### src/rtl/memory_access.sv
// MEM stage of the pipeline: drives the data-memory port, aligns store/load data and owns the MEM/WB register.
// Memory accesses stall upstream until dmem_ready; write-back appears one edge after the completing cycle.
module memory_access (
  input  logic        clk,
  input  logic        rst_n,
  input  logic        regwriteM,
  input  logic        memrwM,
  input  logic [1:0]  wbselM,
  input  logic [2:0]  funct3M,
  input  logic [4:0]  rdM,
  input  logic [31:0] ALUresM,
  input  logic [31:0] data_writeM,
  input  logic [31:0] pc4M,
  output logic        dmem_req,
  output logic        dmem_we,
  output logic [31:0] dmem_addr,
  output logic [31:0] dmem_wdata,
  output logic [3:0]  dmem_wstrb,
  input  logic [31:0] dmem_rdata,
  input  logic        dmem_ready,
  output logic        stallM,
  output logic        regwriteW,
  output logic [4:0]  rdW,
  output logic [31:0] resultW,
  output logic        misalignW
);

  typedef enum logic {IDLE, WAIT} state_t;

  state_t      state_q, state_d;
  logic        regwrite_q, regwrite_d;
  logic [4:0]  rd_q, rd_d;
  logic [31:0] result_q, result_d;
  logic        misalign_q, misalign_d;

  logic        is_load, is_store, misalign, access;
  logic [1:0]  off;
  logic [31:0] rdata_sh, load_data;

  assign off      = ALUresM[1:0];
  assign is_load  = (wbselM == 2'b00) && !memrwM;
  assign is_store = memrwM;

  // LHU only exists as a load encoding; funct3=101 on a store is just an unsupported size.
  always_comb begin
    misalign = 1'b0;
    if (is_load || is_store) begin
      case (funct3M)
        3'b001:  misalign = off[0];
        3'b101:  misalign = is_load && off[0];
        3'b010:  misalign = (off != 2'b00);
        default: misalign = 1'b0;
      endcase
    end
  end

  assign access = (is_load || is_store) && !misalign;

  always_comb begin
    state_d  = state_q;
    dmem_req = 1'b0;
    stallM   = 1'b0;
    case (state_q)
      IDLE: begin
        if (access) begin
          dmem_req = 1'b1;
          if (!dmem_ready) begin
            stallM  = 1'b1;
            state_d = WAIT;
          end
        end
      end
      WAIT: begin
        dmem_req = 1'b1;
        if (dmem_ready) state_d = IDLE;
        else            stallM  = 1'b1;
      end
      default: state_d = IDLE;
    endcase
    // Reset must drop the request combinationally, even mid-access.
    if (!rst_n) begin
      dmem_req = 1'b0;
      stallM   = 1'b0;
      state_d  = IDLE;
    end
  end

  assign dmem_we   = dmem_req && memrwM;
  assign dmem_addr = {ALUresM[31:2], 2'b00};

  always_comb begin
    dmem_wstrb = 4'b0000;
    dmem_wdata = data_writeM;
    case (funct3M)
      3'b000: begin
        dmem_wstrb = 4'b0001 << off;
        dmem_wdata = {4{data_writeM[7:0]}};
      end
      3'b001: begin
        dmem_wstrb = 4'b0011 << off;
        dmem_wdata = {2{data_writeM[15:0]}};
      end
      3'b010:  dmem_wstrb = 4'b1111;
      default: dmem_wstrb = 4'b0000;
    endcase
  end

  assign rdata_sh = dmem_rdata >> {off, 3'b000};

  always_comb begin
    case (funct3M)
      3'b000:  load_data = {{24{rdata_sh[7]}}, rdata_sh[7:0]};
      3'b100:  load_data = {24'h0, rdata_sh[7:0]};
      3'b001:  load_data = {{16{rdata_sh[15]}}, rdata_sh[15:0]};
      3'b101:  load_data = {16'h0, rdata_sh[15:0]};
      3'b010:  load_data = dmem_rdata;
      default: load_data = 32'h0;
    endcase
  end

  always_comb begin
    regwrite_d = 1'b0;
    rd_d       = 5'd0;
    result_d   = 32'h0;
    misalign_d = 1'b0;
    if (!stallM) begin
      regwrite_d = regwriteM && !misalign;
      rd_d       = rdM;
      misalign_d = misalign;
      case (wbselM)
        2'b00:   result_d = load_data;
        2'b01:   result_d = ALUresM;
        2'b10:   result_d = pc4M;
        default: result_d = 32'h0;
      endcase
    end
  end

  always_ff @(posedge clk or negedge rst_n) begin
    if (!rst_n) begin
      state_q    <= IDLE;
      regwrite_q <= 1'b0;
      rd_q       <= 5'd0;
      result_q   <= 32'h0;
      misalign_q <= 1'b0;
    end else begin
      state_q    <= state_d;
      regwrite_q <= regwrite_d;
      rd_q       <= rd_d;
      result_q   <= result_d;
      misalign_q <= misalign_d;
    end
  end

  assign regwriteW = regwrite_q;
  assign rdW       = rd_q;
  assign resultW   = result_q;
  assign misalignW = misalign_q;

endmodule

### config.mk
export PLATFORM = sky130hd
export DESIGN_NAME = memory_access
export DESIGN_NICKNAME = d
export VERILOG_FILES = /design/src/rtl/memory_access.sv
export SDC_FILE = /design/constraint.sdc
export NUM_CORES = 1
export LEC_CHECK = 0
export CORE_ASPECT_RATIO = 0.6
export CORE_MARGIN = 5
export CORE_UTILIZATION = 36
export CTS_BUF_LIST = sky130_fd_sc_hd__clkbuf_8 sky130_fd_sc_hd__clkbuf_16
export DETAILED_ROUTE_END_ITERATION = 10
export PLACE_DENSITY = 0.87
export SLEW_MARGIN = 30
export SYNTH_ARGS = -nofsm -noshare
export SYNTH_HDL_FRONTEND = slang
export SYNTH_SLANG_ARGS = --single-unit
### constraint.sdc
create_clock -name clk -period 3.3 [get_ports clk]
set_clock_uncertainty 0.2 [all_clocks]
set_input_delay 0.33 -clock clk [delete_from_list [all_inputs] [get_ports clk]]
set_output_delay 0.33 -clock clk [all_outputs]
set_load 0.02 [all_outputs]
After elaboration in Yosys (flattened, before gate mapping)
Cells that the tools add are included.
{"block": "totals", "ramBits": 0, "wordCells": 43, "rom_bits": 0, "output_inout_bits": 110, "latch_bits": 0, "in_bits": 143, "ff_bits": 40, "mem_count": 0}
{"block": "op_classes", "bitwise_logic": 1, "mul": 0, "div_mod_pow": 0, "n_reduce_logical": 11, "addsub": 0, "magnitude_cmp": 0, "shifts": 3, "mux": 17, "n_eq_ne": 6}
{"cell": "$pmux 32 s5", "count": 1}
{"cell": "$pmux 32 s3", "count": 1}
{"cell": "$pmux 32 s2", "count": 1}
{"cell": "$mux 32", "count": 1}
{"cell": "$shr 32x5->16", "count": 1}
{"cell": "$pmux 4 s3", "count": 1}
{"cell": "$mux 1", "count": 8}
{"cell": "$eq 3x3->1 const B", "count": 2}
{"cell": "$logic_and 1x1->1", "count": 5}
{"cell": "$mux 5", "count": 1}
{"cell": "$pmux 1 s2", "count": 2}
{"cell": "$shl 1x2->4 const A", "count": 1}
{"cell": "$shl 2x2->4 const A", "count": 1}
{"cell": "$eq 3x1->1 const B", "count": 1}
{"cell": "$eq 3x2->1 const B", "count": 1}
{"cell": "$logic_not 3->1", "count": 1}
{"cell": "$pmux 1 s3", "count": 1}
{"cell": "$eq 2x1->1 const B", "count": 1}
{"cell": "$eq 2x2->1 const B", "count": 1}
{"cell": "$logic_not 1->1", "count": 2}
{"cell": "$logic_not 2->1", "count": 1}
{"cell": "$reduce_bool 2->1", "count": 1}
{"cell": "$logic_or 1x1->1", "count": 1}
{"cell": "$not 1->1", "count": 1}

Depth between registers and ports, before layout
Gate-level depths: netlist (run 1).
{"block": "logic_depth", "depth_word": 11, "depth_mapped": 7, "ltp_nobuf": 4}

Worst setup path after synthesis (run 1)
No wires, ideal clock.
{"block": "synth_timing", "path_kind": "input -> output", "from": "input port ALUresM[1]", "to": "output port dmem_wstrb[3]", "arrival_ns": 1.666, "n_path_buf": 3, "path_slack_ns": 1.104, "path_stages": 6, "required_ns": 2.770, "path_cell_list": "buf_6 -> buf_2 -> clkbuf_1 -> nor2b_1 -> nor2_1 -> a211oi_1"}
{"block": "synth_via", "elab_chain_cells": 2}
{"element": "from (decl)", "line_no": "11", "source": "input logic [31:0] ALUresM,"}
{"element": "$shl 2x2->4 / $shl 1x2->4 (equally long branches)", "line_no": "100, 96"}
{"element": "$pmux 4 s3 (*)", "line_no": "94", "source": "case (funct3M)"}
{"element": "to (decl)", "line_no": "18", "source": "output logic [3:0] dmem_wstrb,"}
Mark *: on every way between the ends. The rest lies on a longest branch, timed or not.

Final worst setup path (run 1)
{"block": "layout_timing", "from": "input port wbselM[1]", "to": "output port dmem_we"}
{"block": "layout_via", "elab_chain_cells": 11}
{"element": "from (decl)", "line_no": "8", "source": "input logic [1:0] wbselM,"}
{"element": "$logic_not 2->1 (*)", "line_no": "41", "source": "assign is_load = (wbselM == 2'b00) && !memrwM;"}
{"element": "$logic_and 1x1->1 (*)", "line_no": "41"}
{"element": "$logic_and 1x1->1", "line_no": "50", "source": "3'b101: misalign = is_load && off[0];"}
{"element": "$pmux 1 s3", "line_no": "48", "source": "case (funct3M)"}
{"element": "$mux 1", "line_no": "47", "source": "if (is_load || is_store) begin"}
{"element": "$logic_not 1->1", "line_no": "57", "source": "assign access = (is_load || is_store) && !misalign;"}
{"element": "$logic_and 1x1->1 (*)", "line_no": "57"}
{"element": "$mux 1 (*)", "line_no": "65", "source": "if (access) begin"}
{"element": "$pmux 1 s2 (*)", "line_no": "63", "source": "case (state_q)"}
{"element": "$mux 1 (*)", "line_no": "81", "source": "if (!rst_n) begin"}
{"element": "$logic_and 1x1->1 (*)", "line_no": "88", "source": "assign dmem_we = dmem_req && memrwM;"}
{"element": "to (decl)", "line_no": "15", "source": "output logic dmem_we,"}
Marks and branches as above.

==> results of run 1 <==
-- routing by layer --
metal  part of all wire  GRT usage  routed length (microns)  up-vias
met5                  0          0                        0        -
met4             0.0075    0.02516                      105        0
met3              0.099    0.07147                     1381       12
met2               0.48     0.4261                     6656      221
met1               0.42     0.3404                     5814     1711
li1                   -          -                        -     1614
-- cell type report --
| class | instances | area [sq um] |
|---|---|---|
| clock buffers | 7 | 152.6 |
| fillers | 676 | 2836 |
| inverters | 16 | 60.06 |
| multi-input cells | 210 | 1570 |
| flip-flops and latches | 40 | 1001 |
| well taps | 112 | 140.1 |
| repair buffers | 268 | 2633 |
-- state kept, by name, indices dropped and copies added (netlist names) --
signal / cells
misalignW: 1
resultW: 32
rdW: 5
regwriteW: 1
state_q: 1
-- worst max-delay path: stages --
cell,delay (ps)
sky130_fd_sc_hd__clkdlybuf4s50_1,500
sky130_fd_sc_hd__o21bai_1,280
sky130_fd_sc_hd__o22ai_2,150
sky130_fd_sc_hd__or3b_2,480
sky130_fd_sc_hd__nor2_1,100
sky130_fd_sc_hd__clkdlybuf4s50_1,630
-- cells by family after synthesis --
kind of cell,Yosys count,synth area share
AOI/OAI and AO/OA,112,0.2718
buffers and inverters,82,0.1659
and+or+nand+nor,63,0.1156
DFF,40,0.3269
muxes,33,0.1185
other,1,0.001225
-- per-stage QoR --
| step | cells | utilization | power (W) | hold WS, ps | setup WS, ps |
|---|---|---|---|---|---|
| finish | 653 | 0.6620 | 0.001791 | -2.427 | 308.6 |
| global route | 653 | 0.6620 | 0.001866 | 57.02 | 198.4 |
| CTS | 653 | 0.6620 | 0.001801 | 10.61 | 300.7 |
| detailed placement | 646 | 0.6439 | 0.001296 | 311.3 | 302.2 |
| floorplan | 332 | - | 0.0008888 | -165.6 | 1104 |
| global placement | 646 | 0.6439 | 0.001282 | 313.5 | 424.9 |
-- worst paths after layout --
check	to	cells past startpoint
worst min register to register	resultW[13]	3
worst max-delay path	dmem_we	6
max in group asynchronous	state_q	2
worst max register to register	resultW[23]	5
worst min-delay path	resultW[2]	2
min in group clk	rdW[2]	2
-- power groups by stage --
| stage | clock (W) | sequential (W) | combinational, W |
|---|---|---|---|
| 6_report | 0.000501 | 0.000540 | 0.000749 |
| 5_1_grt | 0.000533 | 0.000544 | 0.000790 |
| 3_3_place_gp | 0 | 0.000548 | 0.000734 |
| 2_1_floorplan | 0 | 0.000598 | 0.000291 |
| 3_5_place_dp | 0 | 0.000549 | 0.000747 |
| 4_1_cts | 0.000510 | 0.000540 | 0.000750 |
-- cells in the mapped netlist, types with 2 or more instances --
cell type | count | area share
sky130_fd_sc_hd__o32ai_1 | 7 | 0.020
sky130_fd_sc_hd__mux2_2 | 16 | 0.059
sky130_fd_sc_hd__buf_6 | 3 | 0.011
sky130_fd_sc_hd__and2_1 | 9 | 0.018
sky130_fd_sc_hd__a31oi_1 | 4 | 0.0082
sky130_fd_sc_hd__nand2_1 | 11 | 0.013
sky130_fd_sc_hd__a22oi_1 | 4 | 0.0098
sky130_fd_sc_hd__a21oi_1 | 37 | 0.060
sky130_fd_sc_hd__buf_2 | 7 | 0.011
sky130_fd_sc_hd__dfrtp_1 | 40 | 0.33
sky130_fd_sc_hd__buf_4 | 45 | 0.11
sky130_fd_sc_hd__o21ai_0 | 13 | 0.021
sky130_fd_sc_hd__o21bai_1 | 3 | 0.0074
sky130_fd_sc_hd__nor2_1 | 20 | 0.025
sky130_fd_sc_hd__a32oi_1 | 3 | 0.0086
sky130_fd_sc_hd__inv_1 | 16 | 0.020
sky130_fd_sc_hd__a211oi_1 | 3 | 0.0074
sky130_fd_sc_hd__nor2b_1 | 3 | 0.0061
sky130_fd_sc_hd__nor2_2 | 2 | 0.0041
sky130_fd_sc_hd__nor3_2 | 2 | 0.0065
sky130_fd_sc_hd__buf_1 | 2 | 0.0025
sky130_fd_sc_hd__nand2b_1 | 5 | 0.010
sky130_fd_sc_hd__o2bb2ai_1 | 4 | 0.011
sky130_fd_sc_hd__or3_1 | 2 | 0.0041
sky130_fd_sc_hd__clkbuf_1 | 9 | 0.011
sky130_fd_sc_hd__mux2i_1 | 16 | 0.052
sky130_fd_sc_hd__o22ai_1 | 2 | 0.0041
sky130_fd_sc_hd__o32ai_2 | 2 | 0.011
sky130_fd_sc_hd__a222oi_1 | 24 | 0.078
==> flow_summary.toml, run 1 <==
[run_status]
violated_checks = "hold timing"
status = "finished, violations left"

[logic_synthesis]
synthesis.area_per_instance_sq_um = 9.250
async_reset_ff_frac = 1.000
post_synth_edffs = 0
ys_types = 46
synthesis.area_sq_um = 3062
synth.ff_latch_count = 40
synthesis.yosys.warnings = 0
synth_cells = 331
synth_flop_cell = "sky130_fd_sc_hd__dfrtp_1"
seq_area_frac_synth = 0.3269

[sta]
maxSlewHeadroom = 0.5363
drv_slew = 0
worstMarginPinSlew_ps = 695.5
fin_crit_ps = 2991
finalHoldViolCount = 3
layout_worst_path_cycle_share = 0.9065
fin_setup_tns_ps = 0
grt_setup_unrepaired = "no"
fmax_mhz = 334.3
finalSetupViolCount = 0
worst_hold_slack_ps = -2.427

[critical_path]
timing_worst_setup_path_type = "input port to primary output"
highest_fanout_seen_on_the_critical_path = 3
worst-endpoint-arrival_ps = 2460
worst_setup_path_end_kind = "primary output"
cp-startpoint = "wbselM[1]"
worst_setup_path_start_kind = "input port"
critical_path.reg2reg.startpoint = "state_q"
reg2reg_setup_slack_ps = 1140
critPathRequiredTime_ps = 2770

[global_route]
antenna_found_initial = 0
track_usage = 0.2536
grt_start_max_net_pins = 41
overflow = 0
first_global_vias = 3586
first_pass_grt_wire_length_microns = 20480

[pwr]
p_switching_w = 0.0005517
power.static_leakage_nw = 2.236
power_frac_seq = 0.302
switching_share = 0.3081
power.ir.vdd_worst_v = 0.0002257
share_of_total_power_in_the_clock_network = 0.280
combinationalPowerShare = 0.418
p_int_w = 0.001239
cellPowerDensity_nw_per_um2 = 322.3

[cts]
cts-root-buf = "sky130_fd_sc_hd__clkbuf_16"
cts_tree = "yes"
clk_transition_reported_paths_ps = 50
worstSkewPairLatency_ps = 270
cts_setup_buffers = 0
cts.hold.buffers_added = 0
cts_repair_resize_count = 0
inserted_clock_buffers = 5
max-clock-path-buffers = 2
h-tree-depth = 2
numClockSinks = 40

[floorplanning]
die_height_microns = 81.44
design.die.area_sq_um = 10510
initial_utilization = 0.3648
placeableCoreArea_sq_um = 8393
placementRows = 26
top_level_ports = 253
floorplan.die.width_microns = 129.1

[route]
detail_route.vias_per_cell = 5.449
dr_total_vias = 3558
first_iter_violations = 332
avgRoutedWirePerCell_microns = 21.37
route.final.wire_length_microns = 13960
drt_drc_violations_left = 0
dr.pass1.iters = 5
route.antenna.remaining_nets = 0

[placed_design]
dpl_cell_area_sq_um = 5404
port_buffers = 250
hpwl_microns = 11330
gp_congestion = 0.9216

[cells_and_area]
finish.net_count = 684
flow.area_growth_from_synthesis_pct = 81.49
post-route-cell-area_sq_um = 5557
n_antenna_cell = 0
mostFrequentLayoutCell = "sky130_fd_sc_hd__clkdlybuf4s50_1"
layout.cells.most_common_list = "sky130_fd_sc_hd__clkdlybuf4s50_1, sky130_fd_sc_hd__dfrtp_1, sky130_fd_sc_hd__a21oi_1"
share_of_layout_cells_above_drive_strength_1 = 0.1072

[min_path]
min_path_type = "input port to async pin"

[flow_run]
drv_cap = 0
(Power assumes the default switching activity.)
==> inputs of run 2 (changes only) <==
PLACE_DENSITY = 0.9   (was 0.87)
==> flow_summary.toml, run 2 (synthesis gave the netlist of run 1 again) <==
[critical_path]
highest_fanout_seen_on_the_critical_path = 18
worst_path_largest_cell_delay_ps = 640
timing_worst_setup_path_type = "input port to primary output"
worst_setup_path_end_kind = "primary output"
path_common_cell = "sky130_fd_sc_hd__clkdlybuf4s50_1"
crit_path_top_delay_cell = "sky130_fd_sc_hd__clkdlybuf4s50_1"
critPathRequiredTime_ps = 2770
reg2reg_setup_slack_ps = 1520
worst_setup_path_start_kind = "input port"
reg2reg_depth = 5
worst-endpoint-arrival_ps = 2470
worstPathCellList = "clkdlybuf4s50_1, buf_4, nand2_1, nor2_1, o21bai_1, a21oi_1, clkdlybuf4s50_1"

[route]
route.final.wire_length_microns = 13660
avgRoutedWirePerCell_microns = 20.94
dr_total_vias = 3590
dr.pass1.iters = 7
drt_drc_violations_left = 0
first_iter_violations = 295
detail_route.vias_per_cell = 5.506
route.antenna.remaining_nets = 0

[pwr]
cellPowerDensity_nw_per_um2 = 319.2
share_of_total_power_in_the_clock_network = 0.273
power_frac_seq = 0.305
power.ir.vdd_worst_v = 0.0002416
p_switching_w = 0.0005510
switching_share = 0.3119
combinationalPowerShare = 0.422
power.static_leakage_nw = 2.230
p_int_w = 0.001216

[cts]
inserted_clock_buffers = 5
max-clock-path-buffers = 2
cts_repair_resize_count = 0
worstSkewPairLatency_ps = 280
cts-root-buf = "sky130_fd_sc_hd__clkbuf_16"
h-tree-depth = 2
clk_transition_reported_paths_ps = 60
cts_setup_buffers = 0
cts.hold.buffers_added = 0
numClockSinks = 40
cts_tree = "yes"

[global_route]
grt.met3_usage = 0.08447
track_usage = 0.2515
antenna_found_initial = 0
groute.layer.met2.usage = 0.4055
met1_capacity_usage_during_global_routing = 0.3305
overflow = 0
grt_start_max_net_pins = 41
busiest_layer = "met2"
first_pass_grt_wire_length_microns = 20340
first_global_vias = 3660

[floorplanning]
floorplan.die.width_microns = 129.1
top_level_ports = 253
design.die.area_sq_um = 10510
placeableCoreArea_sq_um = 8393
placementRows = 26
initial_utilization = 0.3648
die_height_microns = 81.44

[cells_and_area]
layout.cells.most_common_list = "sky130_fd_sc_hd__clkdlybuf4s50_1, sky130_fd_sc_hd__dfrtp_1, sky130_fd_sc_hd__a21oi_1"
fillCellCount = 669
multiInputGateArea_sq_um = 1570
stdcell_count = 652
seqCellArea_sq_um = 1001
n_antenna_cell = 0
share_of_layout_cells_above_drive_strength_1 = 0.1019
finish.net_count = 682
flow.area_growth_from_synthesis_pct = 80.79
mostFrequentLayoutCell = "sky130_fd_sc_hd__clkdlybuf4s50_1"
largest_reg_flops = 32

[sta]
fin_setup_tns_ps = 0
layout_worst_path_cycle_share = 0.9091
finalSetupViolCount = 0
maxSlewHeadroom = 0.6121
fin_crit_ps = 3000
fmax_mhz = 333.3
grt_setup_unrepaired = "no"
worstMarginPinSlew_ps = 579.0
finalHoldViolCount = 0
drv_slew = 0

[placed_design]
gp_congestion = 0.9295
hpwl_microns = 11080
place.detailed.instances = 644
port_buffers = 250

[flow_run]
drv_cap = 0

[min_path]
min_path_type = "input port to async pin"

[run_status]
status = "complete, no violations"
run 2: final cells by class:
cell class / count / share of cell area
sequential: 40 / 0.1808
clock inverter: 2 / 0.001356
clock buffer: 6 / 0.02509
timing repair buffer: 266 / 0.4729
tap: 112 / 0.02532
multi-input combinational: 210 / 0.2837
inverter: 16 / 0.01085
run 2: critical path: cells and delay by family:
| kind | cells | cell delay (ps) |
|---|---|---|
| buffers and inverters | 3 | 1460 |
| AND/OR/NAND/NOR | 2 | 460 |
| AO/OA/AOI/OAI | 2 | 210 |
run 2: worst paths after layout:
path / startpoint / to
hold reg to reg: state_q / state_q
setup reg to reg: state_q / resultW[0]
hold / removal: rst_n / resultW[13]
min in group clk: rdM[0] / rdW[0]
max in group asynchronous: rst_n / misalignW
setup / recovery: funct3M[0] / dmem_wstrb[2]
run 2: power by group through the flow:
stage               Clock, W  Combinational, W  Sequential, W
floorplan                  0          0.000291       0.000598
global placement           0          0.000730       0.000548
detailed placement         0          0.000743       0.000549
CTS                 0.000488          0.000746       0.000540
global route        0.000512          0.000789       0.000543
finish              0.000482          0.000745       0.000540
run 2: routing by layer:
layer,share of wire,vias up
met5,0,-
met4,0.016,0
met3,0.099,24
met2,0.48,218
met1,0.41,1731
li1,-,1617
run 2: metrics by stage:
| step | hold WS [ps] | cell area [sq um] | power, W | worst slack (ps) | utilization |
|---|---|---|---|---|---|
| 6_report | 28.20 | 5535 | 0.001767 | 300.1 | 0.6595 |
| 3_3_place_gp | 339.5 | 5389 | 0.001278 | 382.3 | 0.6421 |
| 4_1_cts | 48.21 | 5535 | 0.001774 | 311.4 | 0.6595 |
| 5_1_grt | 81.55 | 5535 | 0.001844 | 83.53 | 0.6595 |
| 2_1_floorplan | -165.6 | 3065 | 0.0008888 | 1104 | - |
| 3_5_place_dp | 346.7 | 5389 | 0.001292 | 313.9 | 0.6421 |
==> inputs of run 3 (changes only) <==
CORE_ASPECT_RATIO = 1.2   (was 0.6)
==> flow_summary.toml, run 3 (synthesis gave the netlist of run 1 again) <==
[route]
dr_total_vias = 3561
avgRoutedWirePerCell_microns = 20.72
first_iter_violations = 281
route.final.wire_length_microns = 13570
detail_route.vias_per_cell = 5.437
drt_drc_violations_left = 0
route.antenna.remaining_nets = 0
dr.pass1.iters = 7

[sta]
finalHoldViolCount = 0
fin_setup_tns_ps = 0
worstMarginPinSlew_ps = 533.7
layout_worst_path_cycle_share = 0.8992
fin_crit_ps = 2967
fmax_mhz = 337.0
maxSlewHeadroom = 0.6425
drv_slew = 0
worst_hold_slack_ps = 230.3
finalSetupViolCount = 0
grt_setup_unrepaired = "no"

[placed_design]
port_buffers = 250
hpwl_microns = 10930
dpl_cell_area_sq_um = 5409
gp_congestion = 0.8520

[floorplanning]
placementRows = 36
placeableCoreArea_sq_um = 8198
floorplan.die.width_microns = 94.19
design.die.area_sq_um = 10460
die_height_microns = 111.0
top_level_ports = 253
initial_utilization = 0.3735

[cells_and_area]
post-route-util = 0.6717
share_of_layout_cells_above_drive_strength_1 = 0.1072
finish.net_count = 683
n_antenna_cell = 0
largest_reg_flops = 32
post-route-cell-area_sq_um = 5507
layout.cells.most_common_list = "sky130_fd_sc_hd__clkdlybuf4s50_1, sky130_fd_sc_hd__dfrtp_1, sky130_fd_sc_hd__a21oi_1"
flow.area_growth_from_synthesis_pct = 79.85
mostFrequentLayoutCell = "sky130_fd_sc_hd__clkdlybuf4s50_1"

[critical_path]
critical_path.reg2reg.endpoint = "resultW[20]"
worst_setup_path_end_kind = "primary output"
critical_path.reg2reg.startpoint = "state_q"
critPathRequiredTime_ps = 2770
reg2reg_depth = 5
reg2reg_setup_slack_ps = 1520
highest_fanout_seen_on_the_critical_path = 18
worst-endpoint-arrival_ps = 2440
worst_setup_path_start_kind = "input port"
timing_worst_setup_path_type = "input port to primary output"

[global_route]
grt_start_max_net_pins = 35
track_usage = 0.2474
first_global_vias = 3748
first_pass_grt_wire_length_microns = 20110
antenna_found_initial = 0
overflow = 0

[cts]
cts_repair_resize_count = 0
cts.hold.buffers_added = 1
h-tree-depth = 2
cts_tree = "yes"
clk_transition_reported_paths_ps = 70
cts-root-buf = "sky130_fd_sc_hd__clkbuf_8"
worstSkewPairLatency_ps = 280
inserted_clock_buffers = 5
cts_setup_buffers = 0
max-clock-path-buffers = 2
numClockSinks = 40

[flow_run]
drv_cap = 0

[pwr]
power.static_leakage_nw = 2.208
cellPowerDensity_nw_per_um2 = 293.5
power.ir.vdd_worst_v = 0.0001915

[min_path]
min_path_type = "input port to async pin"

[run_status]
status = "complete, no violations"
run 3: area by class of cell:
class / instances / area (sq um)
Timing Repair Buffer: 267 / 2640
Tap cell: 114 / 142.6
Sequential cell: 40 / 1001
Clock buffer: 5 / 68.82
Clock inverter: 3 / 18.77
Fill cell: 672 / 2691
Multi-Input combinational cell: 210 / 1575
Inverter: 16 / 60.06
run 3: worst max-delay path, cell delays in order:
cell	delay, ps
sky130_fd_sc_hd__clkdlybuf4s50_1	510
sky130_fd_sc_hd__buf_4	290
sky130_fd_sc_hd__nand2_1	280
sky130_fd_sc_hd__nor2_1	150
sky130_fd_sc_hd__o21bai_1	70
sky130_fd_sc_hd__a21oi_1	140
sky130_fd_sc_hd__clkdlybuf4s50_1	660
run 3: metrics by stage:
step / total power, W / setup slack (ps) / cells
after floorplan: 0.0008888 / 1104 / 332
after detailed placement: 0.001292 / 339.0 / 646
after global routing: 0.001685 / 208.4 / 655
after global placement: 0.001274 / 389.2 / 646
final: 0.001616 / 332.8 / 655
after CTS: 0.001626 / 334.5 / 655
run 3: metal layers:
metal  part of all wire  GRT usage  up-vias
met1               0.33     0.2490     1710
li1                   -          -     1617
met2               0.55     0.4848      210
met3              0.091    0.06110       24
met5                  0          0        -
met4              0.023    0.07033        0
run 3: report_power, final:
| group | switching, W | internal [W] |
|---|---|---|
| clock network | 0.000185 | 0.000148 |
| logic | 0.000349 | 0.000395 |
| registers | 0.0000118 | 0.000528 |
| total | 0.000546 | 0.00107 |
run 3: worst max path at each step:
stage          slack (ps)             to  startpoint
2_1_floorplan        1100  dmem_wstrb[3]  ALUresM[1]
3_3_place_gp          390  dmem_wstrb[2]  funct3M[0]
3_5_place_dp          340  dmem_wstrb[2]  funct3M[0]
4_1_cts               330  dmem_wstrb[2]  funct3M[0]
5_1_grt               210  dmem_wstrb[2]  funct3M[0]
6_report              330  dmem_wstrb[2]  funct3M[0]
